**src/rtl/bnn_pkg.sv**
```systemverilog
// bnn_pkg: shared FSM state codes, width helpers and ROM word field offsets for the BNN sample sequencer
package bnn_pkg;
  localparam logic [2:0] S_IDLE  = 3'd0;
  localparam logic [2:0] S_FETCH = 3'd1;
  localparam logic [2:0] S_LOAD  = 3'd2;
  localparam logic [2:0] S_RUN   = 3'd3;
  localparam logic [2:0] S_EMIT  = 3'd4;
  localparam logic [2:0] S_DONE  = 3'd5;
  localparam int FEAT_LSB = 0;
  function automatic int bits_for(input int n);
    return n < 2 ? 1 : $clog2(n);
  endfunction
  function automatic int label_lsb(input int feat_bits, input int feat_cnt);
    return feat_bits * feat_cnt;
  endfunction
endpackage

```
**src/rtl/bnn_latency_timer.sv**
```systemverilog
// bnn_latency_timer: load sets count to LAT; while en counts down, expire pulses on the (LAT+1)th enabled cycle
module bnn_latency_timer
  import bnn_pkg::*;
#(
  parameter int LAT = 46
)(
  input  logic clk,
  input  logic rst,
  input  logic load,
  input  logic en,
  output logic expire
);
  localparam int W = bits_for(LAT + 1);
  logic [W-1:0] cnt;
  always_ff @(posedge clk) begin
    if (rst) cnt <= '0;
    else if (load) cnt <= W'(LAT);
    else if (en && cnt != '0) cnt <= cnt - W'(1);
  end
  assign expire = en && cnt == '0;
endmodule

```
**src/rtl/bnn_sample_sequencer.sv**
```systemverilog
// bnn_sample_sequencer: fetches {label,features} from ROM, drives the classifier, emits per-sample results on res_valid/res_ready and keeps correct_cnt
module bnn_sample_sequencer
  import bnn_pkg::*;
#(
  parameter int FEAT_CNT   = 11,
  parameter int FEAT_BITS  = 4,
  parameter int HIDDEN_CNT = 40,
  parameter int CLASS_CNT  = 6,
  parameter int TEST_CNT   = 1000,
  localparam int LAT      = HIDDEN_CNT + CLASS_CNT,
  localparam int CLS_BITS = bits_for(CLASS_CNT),
  localparam int IDX_BITS = bits_for(TEST_CNT),
  localparam int CNT_BITS = bits_for(TEST_CNT + 1),
  localparam int FEAT_W   = FEAT_BITS * FEAT_CNT
)(
  input  logic                 clk,
  input  logic                 rst,
  input  logic                 start,
  output logic [IDX_BITS-1:0]  rom_addr,
  input  logic [CLS_BITS+FEAT_W-1:0] rom_data,
  output logic [FEAT_W-1:0]    clf_features,
  output logic                 clf_rst,
  input  logic [CLS_BITS-1:0]  clf_prediction,
  output logic                 res_valid,
  input  logic                 res_ready,
  output logic [IDX_BITS-1:0]  res_index,
  output logic [CLS_BITS-1:0]  res_pred,
  output logic                 res_correct,
  output logic [CNT_BITS-1:0]  correct_cnt,
  output logic                 busy,
  output logic                 done
);
  localparam int LABEL_LSB = label_lsb(FEAT_BITS, FEAT_CNT);
  logic [2:0] state;
  logic [IDX_BITS-1:0] idx;
  logic [CLS_BITS-1:0] label;
  logic expire;
  bnn_latency_timer #(.LAT(LAT)) u_timer (
    .clk(clk),
    .rst(rst),
    .load(state == S_LOAD),
    .en(state == S_RUN),
    .expire(expire)
  );
  always_ff @(posedge clk) begin
    if (rst) begin
      state        <= S_IDLE;
      idx          <= '0;
      label        <= '0;
      clf_features <= '0;
      res_pred     <= '0;
      res_correct  <= 1'b0;
      correct_cnt  <= '0;
    end else begin
      case (state)
        S_IDLE, S_DONE: if (start) begin
          idx         <= '0;
          correct_cnt <= '0;
          state       <= S_FETCH;
        end
        S_FETCH: state <= S_LOAD;
        S_LOAD: begin
          clf_features <= rom_data[FEAT_LSB +: FEAT_W];
          label        <= rom_data[LABEL_LSB +: CLS_BITS];
          state        <= S_RUN;
        end
        S_RUN: if (expire) begin
          res_pred    <= clf_prediction;
          res_correct <= clf_prediction == label;
          state       <= S_EMIT;
        end
        S_EMIT: if (res_ready) begin
          correct_cnt <= correct_cnt + CNT_BITS'(res_correct);
          state       <= idx == IDX_BITS'(TEST_CNT - 1) ? S_DONE : S_FETCH;
          if (idx != IDX_BITS'(TEST_CNT - 1)) idx <= idx + IDX_BITS'(1);
        end
        default: state <= S_IDLE;
      endcase
    end
  end
  assign rom_addr  = idx;
  assign res_index = idx;
  assign clf_rst   = !(state == S_RUN || state == S_EMIT);
  assign res_valid = state == S_EMIT;
  assign busy      = state == S_FETCH || state == S_LOAD || state == S_RUN || state == S_EMIT;
  assign done      = state == S_DONE;
endmodule

```
**config.mk**
```make
export PLATFORM = sky130hd
export DESIGN_NAME = bnn_sample_sequencer
export DESIGN_NICKNAME = d
export VERILOG_FILES = /design/src/rtl/bnn_pkg.sv /design/src/rtl/bnn_latency_timer.sv /design/src/rtl/bnn_sample_sequencer.sv
export SDC_FILE = /design/constraint.sdc
export NUM_CORES = 1
export LEC_CHECK = 0
export BUFFER_PORTS_ARGS = -buffer_cell sky130_fd_sc_hd__buf_2
export CAP_MARGIN = 20
export CORE_ASPECT_RATIO = 1.25
export CORE_UTILIZATION = 52
export CTS_CLUSTER_SIZE = 25
export DETAILED_ROUTE_END_ITERATION = 16
export GPL_TIMING_DRIVEN = 0
export PLACE_DENSITY_LB_ADDON = 0.1
export SYNTH_ARGS = -nofsm -noshare
export SYNTH_HDL_FRONTEND = slang
export SYNTH_SLANG_ARGS = --single-unit
```
**constraint.sdc**
```tcl
create_clock -name clk -period 4.2 [get_ports clk]
set_clock_uncertainty 0.15 [all_clocks]
set_input_delay 0.84 -clock clk [delete_from_list [all_inputs] [get_ports clk]]
set_output_delay 0.84 -clock clk [all_outputs]
set_load 0.1 [all_outputs]
```
After elaboration in Yosys (flattened, before gate mapping)
Index checks and enable logic that the tools add are counted.
{"block": "totals", "regBits": 80, "word_cells": 55, "out_inout_bits": 82, "input_bits": 54}
{"block": "classes", "n_addsub": 3, "n_reduce_logical": 18, "n_eq_ne": 12, "muxes": 13}
{"cell": "$mux W10", "count": 4}
{"cell": "$pmux W10 S2", "count": 2}
{"cell": "$pmux W3 S5", "count": 1}
{"cell": "$mux W3", "count": 4}
{"cell": "$mux W6", "count": 2}
{"cell": "$add A10 B1 Y10", "count": 1}
{"cell": "$add A10 B1 Y10 const B", "count": 1}
{"cell": "$eq A10 B10 Y1 const B", "count": 1}
{"cell": "$ne A10 B10 Y1 const B", "count": 1}
{"cell": "$eq A3 B2 Y1 const B", "count": 2}
{"cell": "$eq A3 B3 Y1 const B", "count": 2}
{"cell": "$logic_not A6 Y1", "count": 1}
{"cell": "$reduce_and A3 Y1", "count": 2}
{"cell": "$reduce_bool A6 Y1", "count": 1}
{"cell": "$sub A6 B1 Y6 const B", "count": 1}
{"cell": "$logic_or A1 B1 Y1", "count": 4}
{"cell": "$ne A2 B1 Y1 const B", "count": 2}
{"cell": "$ne A2 B2 Y1 const B", "count": 2}
{"cell": "$reduce_and A4 Y1", "count": 1}
{"cell": "$reduce_bool A2 Y1", "count": 2}
{"cell": "$reduce_or A2 Y1", "count": 2}
{"cell": "$eq A3 B1 Y1 const B", "count": 1}
{"cell": "$eq A3 B3 Y1", "count": 1}
{"cell": "$logic_not A3 Y1", "count": 1}
{"cell": "other kinds (3)", "count": 4}

Logic depth before layout (Yosys ltp)
Gate-level depths: netlist (run 1).
{"block": "logic_depth", "word_depth": 4, "mapped_depth": 7, "ltp_nobuf": 6}

By module
A second synthesis (run 1) with hierarchy kept.
{"block": "unflattened", "hier_cells": 438, "hier_area_um2": 3548.4}
{"mod": "bnn_sample_sequencer", "area_per_inst_um2": 3218.1, "cells_per_inst": 403, "instances": 1, "seq_area_each_um2": 1481.4}
{"mod": "bnn_latency_timer", "area_per_inst_um2": 330.3, "cells_per_inst": 35, "instances": 1, "seq_area_each_um2": 120.1}

Worst setup path before layout (run 1)
OpenSTA, ideal clock, no wires.
{"block": "synth_path", "path_kind": "flip-flop to output port", "start": "register state[1]", "end": "output port clf_rst", "arrival_ns": 2.526, "t_required_ns": 3.210, "stages_incl_launch_ff": 6, "setup_slack_ns": 0.684, "path_buffers": 2, "path_cell_list": "dfxtp_1 -> buf_2 -> or3b_1 -> buf_4 -> inv_1 -> nor2_1"}
{"block": "synth_via", "elab_chain_cells": 3, "elab_cells_between_ends": 4, "cone_classes": "eq/ne (2); reduce/logical (2)"}
{"element": "from (decl)", "line": "bnn_sample_sequencer.sv:34", "text": "logic [2:0] state;"}
{"element": "from (signal assigned)", "line": "bnn_sample_sequencer.sv:74", "text": "state <= idx == IDX_BITS'(TEST_CNT - 1) ? S_DONE : S_FETCH;"}
{"element": "$eq A3 B3 Y1"}
{"element": "via res_valid", "line": "bnn_sample_sequencer.sv:24", "text": "output logic res_valid,"}
{"element": "$logic_or A1 B1 Y1", "line": "bnn_sample_sequencer.sv:83", "text": "assign clf_rst = !(state == S_RUN || state == S_EMIT);"}
{"element": "$logic_not A1 Y1", "line": "bnn_sample_sequencer.sv:83"}
{"element": "to (decl)", "line": "bnn_sample_sequencer.sv:22", "text": "output logic clf_rst,"}
The timed path passes the listed nets, and every way through them passes these cells.

Final worst setup path (run 1)
{"block": "layout_path", "start": "register state[2]", "end": "output port clf_rst"}
{"block": "layout_via", "elab_chain_cells": 3, "elab_cells_between_ends": 4, "cone_classes": "eq/ne (2); reduce/logical (2)"}
{"element": "$eq A3 B2 Y1 or $eq A3 B3 Y1 (tied branches)", "line": "bnn_sample_sequencer.sv:83"}
{"element": "$logic_or A1 B1 Y1 *", "line": "bnn_sample_sequencer.sv:83"}
{"element": "$logic_not A1 Y1 *", "line": "bnn_sample_sequencer.sv:83"}
Mark *: on every way between the ends. The rest lies on a longest branch, timed or not.

==> metrics, run 1 <==
final hold violation count 0; H-tree Lvls 3; hold buffer count at CTS 0; via count of the first global-routing pass 3100; first-pass GRT wire length 13500 um; number of enable flip-flop cells after synthesis 0; Initial Utilization 53.5%; total clock sinks 80; Distinct cells, synth 51; post-route fraction of the period consumed by the critical path 71.0%; synthesized area 3490 um2; core area 6520 um2; critical path required time 3210 ps; final HPWL from detailed placement 6220 um; drt first pass iters 4; share of flip-flops with an asynchronous set or reset after synthesis 0%; fraction of layout instances using a drive strength above 1 29.9%; most used flip-flop cell after synthesis sky130_fd_sc_hd__dfxtp_1; weighted congestion reported at the end of routability-driven placement 0.843; clock-pin slew of the registers on the worst-case setup and hold paths 80 ps; worst hold path class register to register; Ports 136; leakage power summed over all cells 1.96 nW; GRT Residual Overflow 0; critical path's largest stage delay 440 ps; net count reported at finish 629; setup repair after global routing missed its margin false; Die Y 93.6 um; cell breakdown of the critical path clkbuf_1 -> and3b_1 -> nor2_1 -> buf_2; slack of the worst reg-to-reg path 2020 ps; arrival time reported for the critical path endpoint 1990 ps; Die X 75.3 um; count of cells resized by post-cts repair 0; yosys warns 0; Setup Crit Path Kind register to output pin; number of buffers inserted by port buffering 135; DR iter-0 viols 151; status finished, final reports clean; Vias per Instance 5.23; Max clock buf depth 2; startpoint type of the worst setup path register; Rows 33; total number of vias 3465; Pwr Total 0.00272 W; accumulated negative setup slack 0 ps; endpoint kind of the worst setup timing path output pin; clock tree from TritonCTS yes; pin count of the biggest net entering global routing 16; Slew HR 54.6%; Max Cap Viol 0; worst path bufs/invs 2; routed len/inst 12.8 um; area added between synthesis and finish 29.2%; count of endpoints failing setup in the final report 0; wire length after detailed routing 8450 um; synthesized net count 483; total CTS buffers 9; part of the Yosys area used for sequential elements 45.9%; power per cell area 602 nW/um2; die area 7050 um2; slew of the pin with the lowest slew margin 678 ps; Top delay family on crit path buffers and inverters; Crit-path slowest cell sky130_fd_sc_hd__dfxtp_1; GRT Total Usage 24.7%; cell at the root of the clock tree sky130_fd_sc_hd__clkbuf_8; Setup Buffers After CTS 0; Avg Synthesized Cell Area 8.24 um2; worst voltage drop across the vdd grid 423 uV; antenna violations before repair 0; Antenna Cells 0; Max Freq 335 MHz; synthesis-stage register bit count 80; remaining antenna violation count 0; Max Fanout on Critical Path 10; DRC viols 0; insertion delay to the later sink of the worst-skew pair 350 ps; Gate Count Post-Synth 424; final count of pins violating max slew 0; Final Critical Period 2980 ps
==> cell type report <==
cell class,instances,area [um2]
plain buffers,35,174
multi-input cells,302,1690
inverters,7,26.3
fillers,596,2010
well taps,87,109
clock buffers,10,138
flip-flops and latches,80,1600
clock inverters,6,97.6
repair buffers,135,676
==> layer usage <==
layer	share of wire (%)	vias to the layer above	global-route usage [%]
li1	-	1757	-
met1	41	1604	27.7
met2	52	94	43.8
met3	5.3	10	6.14
met4	1.6	0	9.10
met5	0	-	0
==> cells in the mapped netlist (all sizes together) (2+ instances only) <==
| cell | count | area [um2] |
|---|---|---|
| nand2 | 104 | 390 |
| dfxtp | 80 | 1600 |
| a21oi | 65 | 325 |
| clkbuf | 23 | 86.3 |
| buf | 12 | 87.6 |
| nor2 | 12 | 47.6 |
| nand3 | 10 | 50.1 |
| inv | 7 | 26.3 |
| nor3 | 7 | 40.0 |
| mux2i | 6 | 60.1 |
| nand2b | 6 | 37.5 |
| nand4 | 6 | 37.5 |
| o21ai | 6 | 30.0 |
| o31ai | 6 | 45.0 |
| or4 | 6 | 45.0 |
| xnor2 | 6 | 52.6 |
| ha | 5 | 62.6 |
| a21boi | 4 | 30.0 |
| or3 | 4 | 25.0 |
| a311oi | 3 | 26.3 |
| a31oi | 3 | 18.8 |
| and3 | 3 | 18.8 |
| nand4b | 3 | 26.3 |
| nor2b | 3 | 18.8 |
| nor4 | 3 | 33.8 |
| xor2 | 3 | 26.3 |
| a211oi | 2 | 15.0 |
| a21o | 2 | 15.0 |
| and2 | 2 | 12.5 |
| mux2 | 2 | 22.5 |
| nand3b | 2 | 15.0 |
| o311ai | 2 | 17.5 |
| o31a | 2 | 17.5 |
| or3b | 2 | 17.5 |
==> layout by cell type, fill, tap and decap left out, types with 6 or more instances in the layout <==
cell type	instances
sky130_fd_sc_hd__buf_4	11
sky130_fd_sc_hd__nand2_1	104
sky130_fd_sc_hd__buf_2	136
sky130_fd_sc_hd__xnor2_1	6
sky130_fd_sc_hd__clkbuf_1	23
sky130_fd_sc_hd__a21oi_1	65
sky130_fd_sc_hd__nor2_1	11
sky130_fd_sc_hd__mux2i_1	6
sky130_fd_sc_hd__o21ai_0	6
sky130_fd_sc_hd__nand2b_1	6
sky130_fd_sc_hd__nand4_1	6
sky130_fd_sc_hd__nand3_1	10
sky130_fd_sc_hd__inv_1	7
sky130_fd_sc_hd__nor3_1	6
sky130_fd_sc_hd__o31ai_1	6
sky130_fd_sc_hd__or4_1	6
sky130_fd_sc_hd__clkbuf_8	10
sky130_fd_sc_hd__dfxtp_1	80
==> metrics by stage <==
stage          std cells  instance area [um2]  hold WS (ps)  util [%]  setup WS (ps)
2_1_floorplan        424                 3490           299         -            684
3_3_place_gp         646                 4280           289      65.6           1570
3_5_place_dp         646                 4280           293      65.6           1570
4_1_cts              662                 4510           305      69.2           1220
5_1_grt              662                 4510           327      69.2           1070
6_report             662                 4510           303      69.2           1220
==> tightest hold or removal path, cell delays in order, from the launching register on <==
cell and delay [ps]:
sky130_fd_sc_hd__dfxtp_1 310, sky130_fd_sc_hd__nand2_1 50, sky130_fd_sc_hd__a21oi_1 50
==> report_power, final <==
| group | leakage, nW | switching, W | total [W] | internal (W) |
|---|---|---|---|---|
| Clock | 0.120 | 0.000307 | 0.000669 | 0.000362 |
| Combinational | 1.19 | 0.000913 | 0.00114 | 0.000231 |
| Sequential | 0.649 | 0.0000566 | 0.000905 | 0.000849 |
==> flip-flops by register name, indices dropped and copies added (netlist names) <==
| signal | cells |
|---|---|
| clf_features | 44 |
| correct_cnt | 10 |
| label | 3 |
| res_correct | 1 |
| res_index | 10 |
| res_pred | 3 |
| state | 3 |
| u_timer.cnt | 6 |
==> cells by family after synthesis <==
logic type	after synthesis	synth area share, %
AND/OR/NAND/NOR	177	24.4
AO/OA/AOI/OAI	103	17.6
flip-flops	80	45.9
buffers and inverters	42	5.73
XOR/XNOR	9	2.26
multiplexers	8	2.36
adder cells (fa/ha/maj)	5	1.79
==> final timing paths <==
kind,startpoint,to,cells after the start
max,state[2],clf_rst,4
max reg2reg,state[2],res_index[5],5
min reg2reg,clf_features[8],clf_features[8],2
min,clf_features[8],clf_features[8],2
No activity file was read; power rests on OpenSTA's default activity.
==> inputs of run 2 (changes only) <==
--- a/config.mk
+++ b/config.mk
@@ -5,10 +5,11 @@
 export SDC_FILE = /design/constraint.sdc
 export NUM_CORES = 1
 export LEC_CHECK = 0
+export ABC_AREA = 1
 export BUFFER_PORTS_ARGS = -buffer_cell sky130_fd_sc_hd__buf_2
 export CAP_MARGIN = 20
 export CORE_ASPECT_RATIO = 1.25
-export CORE_UTILIZATION = 52
+export CORE_UTILIZATION = 45
 export CTS_CLUSTER_SIZE = 25
 export DETAILED_ROUTE_END_ITERATION = 16
 export GPL_TIMING_DRIVEN = 0
==> constraint.sdc (replaced) <==
create_clock -name clk -period 2.6 [get_ports clk]
set_clock_uncertainty 0.15 [all_clocks]
set_input_delay 0.52 -clock clk [delete_from_list [all_inputs] [get_ports clk]]
set_output_delay 0.52 -clock clk [all_outputs]
set_load 0.1 [all_outputs]
==> metrics, run 2 <==
hold buffer count at CTS 0; Combinational Power Share 58.9%; met3 usage in global routing 5.44%; Setup Buffers After CTS 0; Final Critical Period 2480 ps; slack of the worst reg-to-reg path 770 ps; post-route fraction of the period consumed by the critical path 95.4%; most frequent cells after synthesis sky130_fd_sc_hd__nor2_1, sky130_fd_sc_hd__nand2_1, sky130_fd_sc_hd__dfxtp_1; crit path to clf_rst; total CTS buffers 9; remaining antenna violation count 0; weighted congestion reported at the end of routability-driven placement 0.853; top register by number of flip-flops clf_features; Initial Utilization 46.9%; slew of the pin with the lowest slew margin 501 ps; synthesized net count 580; Rows 36; Worst setup startpoint state[0]; Setup Crit Path Kind register to output pin; dominant cell type by area after synthesis sky130_fd_sc_hd__dfxtp_1; antenna violations before repair 0; Max Freq 403 MHz; GRT Total Usage 21.6%; worst voltage drop across the vdd grid 1020 uV; met1 global-route usage 24.2%; Die Y 103 um; core area 7840 um2; synthesized area 3680 um2; fraction of layout instances using a drive strength above 1 29.6%; final hold violation count 0; count of cells along the worst register-to-register path 10; clock tree from TritonCTS yes; drt first pass iters 4; arrival time reported for the critical path endpoint 1810 ps; number of enable flip-flop cells after synthesis 0; wire length after detailed routing 8980 um; cell at the root of the clock tree sky130_fd_sc_hd__clkbuf_8; share of flip-flops with an asynchronous set or reset after synthesis 0%; leakage power summed over all cells 2.29 nW; DR iter-0 viols 122; max reg flops 44; H-tree Lvls 3; worst hold slack 257 ps; busiest layer in global routing met2; fraction of power spent switching nets 57.8%; synthesis-stage register bit count 80; top post-synthesis cells by area sky130_fd_sc_hd__dfxtp_1, sky130_fd_sc_hd__nor2_1, sky130_fd_sc_hd__nand2_1; final HPWL from detailed placement 6760 um; net count reported at finish 726; most frequent cells in the layout sky130_fd_sc_hd__buf_2, sky130_fd_sc_hd__nor2_1, sky130_fd_sc_hd__nand2_1; Avg Synthesized Cell Area 7.06 um2; launch instance of the worst register-to-register path res_index[0]; Die X 82.9 um; via count of the first global-routing pass 3416; Max Fanout on Critical Path 8; area added between synthesis and finish 27.9%; status finished, final reports clean; Gate Count Post-Synth 521; Reg power frac 26.6%; top cell type's share of synthesized area 43.6%; startpoint type of the worst setup path register; worst hold path class primary input to register; Placed Cells incl. Taps 751; Slew HR 66.6%; most used flip-flop cell after synthesis sky130_fd_sc_hd__dfxtp_1; power per cell area 1380 nW/um2; Ports 136; setup repair after global routing missed its margin false; number of buffers inserted by port buffering 135; die area 8540 um2; critical path required time 1930 ps; GRT Residual Overflow 0; GRT met2 Usage 38.1%; Switching Power 0.00376 W; part of the Yosys area used for sequential elements 43.6%; terminus of the critical flop-to-flop path res_index[9]; first-pass GRT wire length 15000 um; clock share of power 14.5%; clock-pin slew of the registers on the worst-case setup and hold paths 90 ps; Final Non-Filler Cells 767; final count of pins violating max slew 0; insertion delay to the later sink of the worst-skew pair 360 ps; pin count of the biggest net entering global routing 15; Max Cap Viol 0; total clock sinks 80; count of endpoints failing setup in the final report 0; most common cell after layout, fill and taps aside sky130_fd_sc_hd__buf_2; total number of vias 3714; DRC viols 0; Vias per Instance 4.84; total internal power 0.00275 W; Max clock buf depth 2; routed len/inst 11.7 um; accumulated negative setup slack 0 ps; Antenna Cells 0; cell with the most instances after synthesis sky130_fd_sc_hd__nor2_1; Distinct cells, synth 30; endpoint kind of the worst setup timing path output pin; yosys warns 0
[run 2: area by class of cell]
cell class	count	area, um2
fillers	783	3130
multi-input cells	371	1750
flip-flops and latches	80	1600
repair buffers	135	681
plain buffers	31	193
inverters	39	151
clock buffers	10	138
well taps	95	119
clock inverters	6	68.8
[run 2: cell families after synthesis]
kind of cell	synth area share [%]
buf+inv	9.22
flops	43.6
compound gates	11.5
fa+ha+maj	1.70
simple gates	32.1
xor+xnor	1.91
[run 2: per-layer routing]
| metal | wire [um] | part of all wire, % |
|---|---|---|
| met2 | 4370 | 49 |
| met1 | 3780 | 42 |
| met4 | 214 | 2.4 |
| met5 | 0 | 0 |
| met3 | 614 | 6.8 |
[run 2: power by group through the flow]
stage	Combinational (W)	Sequential, W	Clock [W]
2_1_floorplan	0.00144	0.00356	0
6_report	0.00383	0.00173	0.000945
5_1_grt	0.00408	0.00178	0.00102
3_5_place_dp	0.00383	0.00176	0
4_1_cts	0.00385	0.00174	0.000968
3_3_place_gp	0.00381	0.00174	0
[run 2: critical path, stage by stage, from the launching register on]
cell,delay (ps)
sky130_fd_sc_hd__dfxtp_1,500
sky130_fd_sc_hd__nor2_4,100
sky130_fd_sc_hd__nand2_2,200
sky130_fd_sc_hd__clkinv_4,140
sky130_fd_sc_hd__nor2_4,150
sky130_fd_sc_hd__clkbuf_4,350
[run 2: through the flow]
stage / total power (W) / setup WS (ps) / instance area, um2 / utilization, %
6_report: 0.00651 / 121 / 4700 / 60.0
5_1_grt: 0.00688 / 14.4 / 4700 / 60.0
4_1_cts: 0.00655 / 27.3 / 4700 / 60.0
3_5_place_dp: 0.00559 / 328 / 4490 / 57.3
3_3_place_gp: 0.00556 / 362 / 4490 / 57.3
2_1_floorplan: 0.00499 / 74.8 / 3700 / -
[run 2: timing repair]
item / CTS / global route
setup endpoints to repair: 1 / 1
resized for setup: 1 / 1
hold endpoints to repair: 0 / 0
[run 2: worst min path at each step]
stage | start | endpoint | slack [ps] | cells past startpoint
2_1_floorplan | u_timer.cnt[0] | u_timer.cnt[0] | 290 | 2
3_3_place_gp | u_timer.cnt[0] | u_timer.cnt[0] | 300 | 2
3_5_place_dp | u_timer.cnt[0] | u_timer.cnt[0] | 310 | 2
4_1_cts | rom_data[0] | clf_features[0] | 240 | 3
5_1_grt | rom_data[8] | clf_features[8] | 260 | 3
6_report | rom_data[29] | clf_features[29] | 260 | 3
==> inputs of run 3 (changes only) <==
--- a/config.mk
+++ b/config.mk
@@ -9,7 +9,8 @@
 export BUFFER_PORTS_ARGS = -buffer_cell sky130_fd_sc_hd__buf_2
 export CAP_MARGIN = 20
 export CORE_ASPECT_RATIO = 1.25
-export CORE_UTILIZATION = 45
+export CORE_UTILIZATION = 46
+export CTS_BUF_LIST = sky130_fd_sc_hd__clkbuf_2
 export CTS_CLUSTER_SIZE = 25
 export DETAILED_ROUTE_END_ITERATION = 16
 export GPL_TIMING_DRIVEN = 0
==> metrics, run 3 (synthesis results as in run 2) <==
Ports 136; met1 global-route usage 24.8%; antenna violations before repair 0; Hold Path Stages 3; Vias per Instance 4.91; clock-pin slew of the registers on the worst-case setup and hold paths 220 ps; startpoint type of the worst setup path register; worst hold path class primary input to register; final hold violation count 0; core area 7790 um2; DRC viols 0; via count of the first global-routing pass 3521; launch instance of the worst register-to-register path res_index[0]; insertion delay to the later sink of the worst-skew pair 530 ps; Max Cap Viol 0; drt first pass iters 5; post-place setup slack 357 ps; endpoint kind of the worst setup timing path output pin; Crit path top cell by count sky130_fd_sc_hd__nor2_4; worst voltage drop across the vdd grid 1060 uV; Slew HR 61.6%; die area 8360 um2; Die Y 102 um; Pwr Total 0.00637 W; number of buffers inserted by port buffering 135; Final Critical Period 2440 ps; most frequent cells in the layout sky130_fd_sc_hd__nor2_1, sky130_fd_sc_hd__buf_2, sky130_fd_sc_hd__nand2_1; power per cell area 1370 nW/um2; top register by number of flip-flops clf_features; Initial Utilization 47.2%; met3 usage in global routing 6.25%; area added between synthesis and finish 26.4%; busiest layer in global routing met2; total clock sinks 80; first-pass GRT wire length 14900 um; slew of the pin with the lowest slew margin 575 ps; Setup Crit Path Kind register to output pin; Die X 82.0 um; net count reported at finish 726; Crit-path slowest cell sky130_fd_sc_hd__dfxtp_2; final count of pins violating max slew 0; count of cells along the worst register-to-register path 10; DR iter-0 viols 87; H-tree Lvls 3; weighted congestion reported at the end of routability-driven placement 0.856; fraction of layout instances using a drive strength above 1 29.9%; max reg flops 44; hold worst-path end clf_features[43]; remaining antenna violation count 0; Rows 36; routed len/inst 11.9 um; terminus of the critical flop-to-flop path res_index[9]; critical path required time 1930 ps; post-route worst setup slack 158 ps; pin count of the biggest net entering global routing 13; critical path's largest stage delay 460 ps; arrival time reported for the critical path endpoint 1770 ps; setup repair after global routing missed its margin false; wire length after detailed routing 9070 um; clock tree from TritonCTS yes; total number of vias 3754; Max clock buf depth 2; Worst setup startpoint state[0]; slack of the worst reg-to-reg path 720 ps; fillers 819; Antenna Cells 0; cell breakdown of the critical path nor2_4 -> nand2_2 -> clkinv_4 -> nor2_4 -> buf_6; Max Fanout on Critical Path 8; cell at the root of the clock tree sky130_fd_sc_hd__clkbuf_2; status finished, final reports clean; total CTS buffers 9; leakage power summed over all cells 2.28 nW; final HPWL from detailed placement 6890 um; post-route fraction of the period consumed by the critical path 93.9%; hold path start rom_data[43]; GRT Total Usage 23.1%; accumulated negative setup slack 0 ps; count of endpoints failing setup in the final report 0; worst path bufs/invs 2; Max Freq 410 MHz; GRT Residual Overflow 0; GRT met2 Usage 40.7%; Top delay family on crit path flip-flops
[run 3: cell count changes in the layout (fill, tap and decap cells not counted), sizes merged]
| cell | delta |
|---|---|
| bufinv | +1 |
| clkinvlp | -3 |
[run 3: report_power, final]
group / total (W) / internal [W] / leakage [nW] / switching, W
Combinational: 0.00391 / 0.000794 / 1.55 / 0.00312
Clock: 0.000723 / 0.000309 / 0.0715 / 0.000414
Sequential: 0.00174 / 0.00154 / 0.651 / 0.000194
Total: 0.00637 / 0.00265 / 2.28 / 0.00372
[run 3: area by class of cell]
type	count	area, um2	share of cell area, %
Multi-Input combinational cell	371	1750	37.7
Sequential cell	80	1600	34.5
Timing Repair Buffer	135	699	15.0
Buffer	31	199	4.28
Inverter	39	154	3.31
Tap cell	95	119	2.56
Clock inverter	4	71.3	1.53
Clock buffer	10	50.0	1.08
[run 3: worst max-delay path by stage]
stage / endpoint / slack (ps) / cells after the start
global route: busy / 5 / 8
detailed placement: busy / 360 / 8
floorplan: busy / 70 / 5
finish: clf_rst / 160 / 5
CTS: busy / 7 / 8
global placement: busy / 360 / 8
[run 3: tightest hold or removal path, cell delays in order]
cell and delay [ps]:
sky130_fd_sc_hd__buf_2 70, sky130_fd_sc_hd__o21ai_0 70, sky130_fd_sc_hd__nor2_1 80
[run 3: metal layers]
metal	routed length [um]	part of all wire (%)	vias up
li1	-	-	1941
met1	3720	41	1672
met2	4500	50	128
met3	719	7.9	13
met4	136	1.5	0
met5	0	0	-
[run 3: repair_timing]
| item | 4_1_cts | 5_1_grt |
|---|---|---|
| setup endpoints to repair | 3 | 3 |
| resized for setup | 8 | 6 |
| hold buffers | 0 | 0 |
| pin swaps | 0 | 0 |
| setup buffers | 0 | 0 |
[run 3: through the flow]
step           utilization (%)  hold slack (ps)  instance area, um2  instances
2_1_floorplan                -              291                3700        521
3_5_place_dp              57.6              314                4490        751
4_1_cts                   59.4             33.9                4630        765
3_3_place_gp              57.6              300                4490        751
5_1_grt                   59.7             47.5                4650        765
6_report                  59.7             69.4                4650        765
